## config.mk

```make
export PLATFORM = sky130hd
export DESIGN_NAME = program_loader
export DESIGN_NICKNAME = d
export VERILOG_FILES = /design/src/rtl/program_loader.sv
export SDC_FILE = /design/constraint.sdc
export NUM_CORES = 1
export LEC_CHECK = 0
export CAP_MARGIN = 20
export CORE_ASPECT_RATIO = 1.4
export CORE_MARGIN = 1.5
export CORE_UTILIZATION = 55
export CTS_BUF_LIST = sky130_fd_sc_hd__clkbuf_8
export DETAILED_ROUTE_END_ITERATION = 8
export GPL_ROUTABILITY_DRIVEN = 0
export GPL_TIMING_DRIVEN = 0
export PLACE_DENSITY_LB_ADDON = 0.05
export SYNTH_ARGS = -nofsm -noshare
export SYNTH_HDL_FRONTEND = slang
export SYNTH_SLANG_ARGS = --single-unit
```

## constraint.sdc

```tcl
create_clock -name clk -period 2.2 [get_ports clk]
set_input_delay 0.55 -clock clk [delete_from_list [all_inputs] [get_ports clk]]
set_output_delay 0.55 -clock clk [all_outputs]
set_load 0.05 [all_outputs]
```

## src/rtl/program_loader.sv

```systemverilog
// Serial program loader: length byte, then 4*N bytes MSB first, packed into 32-bit words
// and strobed into the CPU instruction memory. The CPU is then started.
// Ports:
//   clk, rst (async, active-low)
//   byte_in/byte_valid/byte_ready  byte stream handshake
//   clear                          leave DONE/ERR for LEN
//   next_instruction, mem_write    word and write strobe to the CPU load port
//   cpu_rst, start                 one-cycle pulses to the CPU
//   busy, done, error, words_loaded  status
// Optional feature macro: LOADER_CHECKSUM_EN (XOR checksum byte after the data).
module program_loader (
   input  logic        clk,
   input  logic        rst,
   input  logic [7:0]  byte_in,
   input  logic        byte_valid,
   output logic        byte_ready,
   input  logic        clear,
   output logic [31:0] next_instruction,
   output logic        mem_write,
   output logic        cpu_rst,
   output logic        start,
   output logic        busy,
   output logic        done,
   output logic        error,
   output logic [4:0]  words_loaded
);

   typedef enum logic [2:0] {
      S_LEN,
      S_DATA,
      S_WRITE,
      S_GAP,
      S_CHK,
      S_START,
      S_DONE,
      S_ERR
   } state_t;

   state_t      state;
   logic [4:0]  n_len;
   logic [1:0]  idx;
   logic [23:0] shift_q;
`ifdef LOADER_CHECKSUM_EN
   logic [7:0]  csum;
`endif

   logic accept;

   assign byte_ready = (state == S_LEN) || (state == S_DATA) ||
                       (state == S_CHK);
   assign busy       = !((state == S_LEN) || (state == S_DONE) ||
                         (state == S_ERR));
   assign accept     = byte_valid && byte_ready;

   always_ff @(posedge clk or negedge rst) begin
      if (!rst) begin
         state            <= S_LEN;
         n_len            <= '0;
         idx              <= '0;
         shift_q          <= '0;
         next_instruction <= '0;
         mem_write        <= 1'b0;
         cpu_rst          <= 1'b0;
         start            <= 1'b0;
         done             <= 1'b0;
         error            <= 1'b0;
         words_loaded     <= '0;
`ifdef LOADER_CHECKSUM_EN
         csum             <= '0;
`endif
      end else begin
         cpu_rst   <= 1'b0;
         mem_write <= 1'b0;
         start     <= 1'b0;
         unique case (state)
            S_LEN: begin
               if (accept) begin
                  if (byte_in != 8'd0 && byte_in <= 8'd16) begin
                     n_len        <= byte_in[4:0];
                     cpu_rst      <= 1'b1;
                     words_loaded <= '0;
                     idx          <= '0;
`ifdef LOADER_CHECKSUM_EN
                     csum         <= '0;
`endif
                     state        <= S_DATA;
                  end else begin
                     error <= 1'b1;
                     state <= S_ERR;
                  end
               end
            end
            S_DATA: begin
               if (accept) begin
                  idx <= idx + 2'd1;
`ifdef LOADER_CHECKSUM_EN
                  csum <= csum ^ byte_in;
`endif
                  // Word register only updates on the 4th byte, so the
                  // value seen by the CPU is stable across the strobe.
                  if (idx == 2'd3) begin
                     next_instruction <= {shift_q, byte_in};
                     mem_write        <= 1'b1;
                     state            <= S_WRITE;
                  end else begin
                     shift_q <= {shift_q[15:0], byte_in};
                  end
               end
            end
            S_WRITE: begin
               if (words_loaded != 5'd16)
                  words_loaded <= words_loaded + 5'd1;
               state <= S_GAP;
            end
            S_GAP: begin
               if (words_loaded < n_len) begin
                  state <= S_DATA;
               end else begin
`ifdef LOADER_CHECKSUM_EN
                  state <= S_CHK;
`else
                  start <= 1'b1;
                  state <= S_START;
`endif
               end
            end
            S_CHK: begin
`ifdef LOADER_CHECKSUM_EN
               if (accept) begin
                  if (byte_in == csum) begin
                     start <= 1'b1;
                     state <= S_START;
                  end else begin
                     error <= 1'b1;
                     state <= S_ERR;
                  end
               end
`else
               error <= 1'b1;
               state <= S_ERR;
`endif
            end
            S_START: begin
               done  <= 1'b1;
               state <= S_DONE;
            end
            S_DONE, S_ERR: begin
               if (clear) begin
                  done         <= 1'b0;
                  error        <= 1'b0;
                  words_loaded <= '0;
                  state        <= S_LEN;
               end
            end
         endcase
      end
   end

endmodule

```

**After elaboration in Yosys (flattened, before gate mapping)**

Index checks and enable logic that the tools add are counted.
Widths: inputs -> output; s select.

- Output and inout port bits: 44
- Logic and storage cells: 83
- Input port bits: 12
- Flip-flop bits (word level): 76

- Bitwise operators: 1
- Muxes and demuxes: 29
- $lt $le $gt $ge: 2
- Reductions and logical operators: 22
- $add $sub $neg: 2
- Equal/unequal tests: 16

Operators by type and width:

| operator | count |
|---|---|
| $pmux 3 s7 | 1 |
| $mux 5 | 4 |
| $mux 3 | 6 |
| $pmux 5 s3 | 1 |
| $eq 3x3->1 const B | 4 |
| $reduce_and 4->1 | 3 |
| $mux 1 | 11 |
| $ne 2x2->1 const B | 5 |
| $reduce_and 3->1 | 3 |
| $le 8x5->1 const B | 1 |
| $reduce_bool 8->1 | 1 |
| $eq 3x2->1 const B | 2 |
| $mux 2 | 3 |
| $reduce_bool 3->1 | 2 |
| $add 5x1->5 const B | 1 |
| $lt 5x5->1 | 1 |
| $ne 5x5->1 const B | 1 |
| $reduce_and 5->1 | 1 |
| $logic_or 1x1->1 | 4 |
| $ne 2x1->1 const B | 2 |
| $pmux 2 s2 | 1 |
| $reduce_bool 2->1 | 2 |
| $eq 3x1->1 const B | 1 |
| $logic_not 3->1 | 1 |
| 9 further kinds | 10 |

**Logic depth before layout (Yosys ltp)**

- Word-level depth: 6
- Mapped depth: 7
- Depth with buffers taken out: 7

**Worst setup path before layout**

Ideal clock, no wire load.

- Path kind: register to output
- From: register state[2]
- To: output busy
- Path slack: 0.152 ns
- Stages on the path, launching flop included: 4
- Required time: 1.650 ns
- Buffers on the path: 2
- Data arrival time: 1.498 ns
- Path through: dfrtp_1 buf_2 clkbuf_1 a21oi_1

- Longest elaborated chain between the ends: 4
- Elaborated cells on any way between the ends: 6
- Those cells by class: eq/ne (2); reduce/logical (4)

Ends and longest elaborated chain:

| element | line | text |
|---|---|---|
| start, declared | 39 | `state_t state;` |
| start signal, assigned | 57 | `state <= S_LEN;` |
| start signal, assigned | 86 | `state <= S_DATA;` |
| start signal, assigned | 89 | `state <= S_ERR;` |
| $eq 3x3->1 / $logic_not 3->1 (equally long branches) | 51 | `assign busy = !((state == S_LEN) \|\| (state == S_DONE) \|\|` |
| $logic_or 1x1->1 | 51 |  |
| $logic_or 1x1->1 * | 51 |  |
| $logic_not 1->1 * | 51 |  |
| end, declared | 22 | `output logic busy,` |

Every way passes the cells marked *; elsewhere a longest branch is shown, timed or not.

**Worst setup path after layout**

- From: input byte_in[1]
- To: register n_len[0]

- Longest elaborated chain between the ends: 3
- Elaborated cells on any way between the ends: 4
- Those cells by class: order compare (1); reduce/logical (3)

Ends and longest elaborated chain:

| element | line | text |
|---|---|---|
| start, declared | 14 | `input logic [7:0] byte_in,` |
| $le 8x5->1 / $reduce_bool 8->1 (equally long branches) | 78 | `if (byte_in != 8'd0 && byte_in <= 8'd16) begin` |
| $logic_and 1x1->1 * | 78 |  |
| $reduce_and 3->1 (no line) * | -- |  |
| end signal, assigned | 79 | `n_len <= byte_in[4:0];` |
| end, declared | 40 | `logic [4:0] n_len;` |

Marked as above.
A chain may end at the register's enable or synchronous reset.

==> flow_summary_export.csv <==
group,metric,value,unit
global_routing,grt_pass1_wl,10.46,mm
critical_path,reg2regPathDepth,5,
route,first_pass_iters,4,
clock_tree,cts-root-buf,"clkbuf_8",
critical_path,critical_path_class,"in -> reg",
finish,final_net_count,322,
place,placed_cell_area,0.004030,sq mm
clock_tree,clockBufferDepth,2,
die,ioPinCount,56,
route,routed_wirelength,6.005,mm
logic_synthesis,yosys_register_bits,76,
critical_path,r2r-end,"shift_q[15]$_DFFE_PN0P_",
critical_path,crit_family,"simple AND/OR/NAND/NOR gates",
global_routing,grt_antenna_before_repair,0,
logic_synthesis,avgSynthCellArea,14.33,sq um
route,met3_length,187,microns
critical_path,crit_chain,"clkdlybuf4s50_1, nor4_4, xnor2_1, nand3_2, nor2_4, mux2_2",
min_path,holdPathStages,1,
finish,drive_above_1_share,32.47,%
finish,fin_area,0.004259,sq mm
critical_path,crit_start,"byte_in[1]",
logic_synthesis,synth_warnings,0,
critical_path,start_kind,"input pin",
critical_path,end_kind,"flip-flop",
clock_tree,insertion_delay,0.35,ns
critical_path,slowest_stage,"clkdlybuf4s50_1",
clock_tree,htreeDepth,3,
finish,final_cell_mix,"76 x dfrtp_1, 46 x clkdlybuf4s50_1, 32 x mux2_2",
route,dr_wl_met2,3.107,mm
place,port-buffer-count,55,
finish,final_common_cell,"dfrtp_1",
clock_tree,cts_inserted_buffers,9,
route,final_antenna_net_count,0,
clock_tree,cts.clk_slew.worst_paths,0.08,ns
timing,fin_crit_sh,96.76,%
route,top_layer,"met4",
critical_path,worst-path-max-fanout,6,
die,die_y,95.58,microns
timing,finalHoldViolations,0,
logic_synthesis,syn_inst,235,
timing,max_clock_freq,0.4698,GHz
clock_tree,cts.sinks,76,
critical_path,cp.required,2.44,ns
finish,diodes,0,
timing,finClkSkew,0.01037,ns
route,drtIter0Drc,67,
die,die_w,69.13,microns
min_path,min_to,"idx[0]$_DFFE_PN0P_",
critical_path,path_buf_inv,1,
timing,min_period,2.129,ns
global_routing,first_global_vias,2113,
global_routing,overflow,0,
die,coreArea,0.005904,sq mm
min_path,worst_hold_path_type,"reg -> reg",
route,met1_length,2.586,mm
finish,fin_cells,378,
logic_synthesis,mappedNetlistArea,0.003367,sq mm
timing,maxSlewHeadroom,63.42,%
place,dp_hpwl,4.214,mm
route,vias_per_cell,5.426,
critical_path,slowest_delay,0.50,ns
global_routing,grt.total_usage,20.13,%
critical_path,worstPathArrival,2.36,ns
clock_tree,post_cts_buffers,0,
job,cap_violations,0,
critical_path,reg2reg_slack,0.31,ns
clock_tree,cts_tree,"yes",
route,vias,2051,
die,die_area,0.006607,sq mm
logic_synthesis,syn-num-nets,254,
die,num_rows,33,
power,totalPowerFinal,6461,uW
finish,utilization,72.13,%
outcome,status,"completed",
power,p_per_area,1517,mW/mm^2
route,wl_per_cell,15.89,microns
critical_path,r2r_start,"state[1]$_DFFE_PN0P_",
power,leakage,0.002067,uW
power,vdd_ir_drop_max,0.0008604,V
die,initial_core_util,57.02,%
timing,setup_viol,0,
route,drc_errors,0,
finish,area_growth,26.50,%
min_path,worstHoldStart,"idx[0]$_DFFE_PN0P_",
logic_synthesis,synth_cell_types,38,
place,placed_cells,361,
global_routing,grt_max_degree,73,
timing,slew_violations,0,
timing,tightest_slew,0.5447,ns
critical_path,cp.depth,6,
logic_synthesis,synth_seq_area_share,56.48,%
timing,setup_tns,0,ns
-- registers in the layout (all words and copies together) (netlist names) --
register / cells
next_instruction: 32
shift_q: 24
n_len: 5
words_loaded: 5
state: 3
idx: 2
cpu_rst: 1
done: 1
error: 1
mem_write: 1
start: 1
-- timing repair --
item | CTS | global route
endpoints found under the setup margin | 11 | 6
gates resized for setup | 18 | 3
pin swaps | 0 | 2
endpoints found under the hold margin | 4 | 0
hold buffers | 1 | 0
-- cell type report --
type	count	area, sq um
Clock buffer	9	123.9
Fill cell	449	1645
Multi-Input combinational cell	141	1371
Timing Repair Buffer	57	575.6
Clock inverter	7	82.58
Tap cell	70	87.58
Inverter	8	30.03
Buffer	10	86.33
Sequential cell	76	1902
-- how the worst max path moves through the flow --
stage | endpoint | slack, ns
finish | n_len[0]$_DFFE_PN0P_ | 0.07
global placement | next_instruction[0]$_DFFE_PN0P_ | -1.99
global route | n_len[1]$_DFFE_PN0P_ | -0.003
detailed placement | n_len[2]$_DFFE_PN0P_ | -0.44
floorplan | busy | 0.15
CTS | words_loaded[4] | 0.02
-- layer usage --
layer  vias to the layer above  track usage (%)
li1                        977                -
met1                      1018            24.88
met2                        46            34.29
met3                        10            3.594
met4                         0            9.804
met5                         -                0
-- synth_stat cells, drive strengths merged --
| cell | instances | share of area (%) |
|---|---|---|
| nand2 | 10 | 1.2 |
| o21bai | 1 | 0.22 |
| o21ai | 5 | 0.85 |
| nand3 | 5 | 0.89 |
| clkbuf | 3 | 0.33 |
| o221ai | 1 | 0.26 |
| buf | 7 | 2.2 |
| a31oi | 2 | 0.37 |
| o2bb2ai | 4 | 1.0 |
| a21bo | 1 | 0.30 |
| nor2 | 9 | 1.2 |
| a21o | 2 | 0.45 |
| o31ai | 1 | 0.22 |
| and2 | 3 | 0.56 |
| nor2b | 3 | 0.56 |
| nand2b | 3 | 0.56 |
| a21oi | 9 | 1.3 |
| nor3 | 4 | 0.93 |
| o31a | 1 | 0.26 |
| inv | 8 | 0.89 |
| dfrtp | 76 | 56 |
| nor4 | 2 | 0.82 |
| nor4bb | 1 | 0.30 |
| mux2i | 1 | 0.30 |
| nand3b | 1 | 0.22 |
| xnor2 | 1 | 0.26 |
| ha | 7 | 2.6 |
| a31o | 1 | 0.26 |
| a22o | 2 | 0.52 |
| mux2 | 61 | 24 |
-- stage by stage --
step	hold slack (ns)	setup WS [ns]
after floorplan	0.2544	0.1519
after global placement	0.4724	-1.995
after detailed placement	0.3680	-0.4386
after CTS	0.4999	0.02321
after global routing	0.5209	-0.003406
final	0.5048	0.07124
-- power breakdown --
| group | total [uW] | leakage, uW | switching, uW | internal [uW] |
|---|---|---|---|---|
| clock | 1110 | 0.0000988 | 566 | 544 |
| combinational | 3040 | 0.000985 | 1760 | 1270 |
| sequential | 2310 | 0.000983 | 367 | 1950 |
| total | 6460 | 0.00207 | 2700 | 3760 |
-- cell families after synthesis --
| family | synth area share [%] |
|---|---|
| DFF | 56.48 |
| xor gates and xnor gates | 0.2602 |
| muxes | 23.93 |
| buffers and inverters | 3.381 |
| AOI/OAI and AO/OA | 6.094 |
| and+or+nand+nor | 7.247 |
| adders and majority gates | 2.601 |
(Power assumes the default switching activity.)
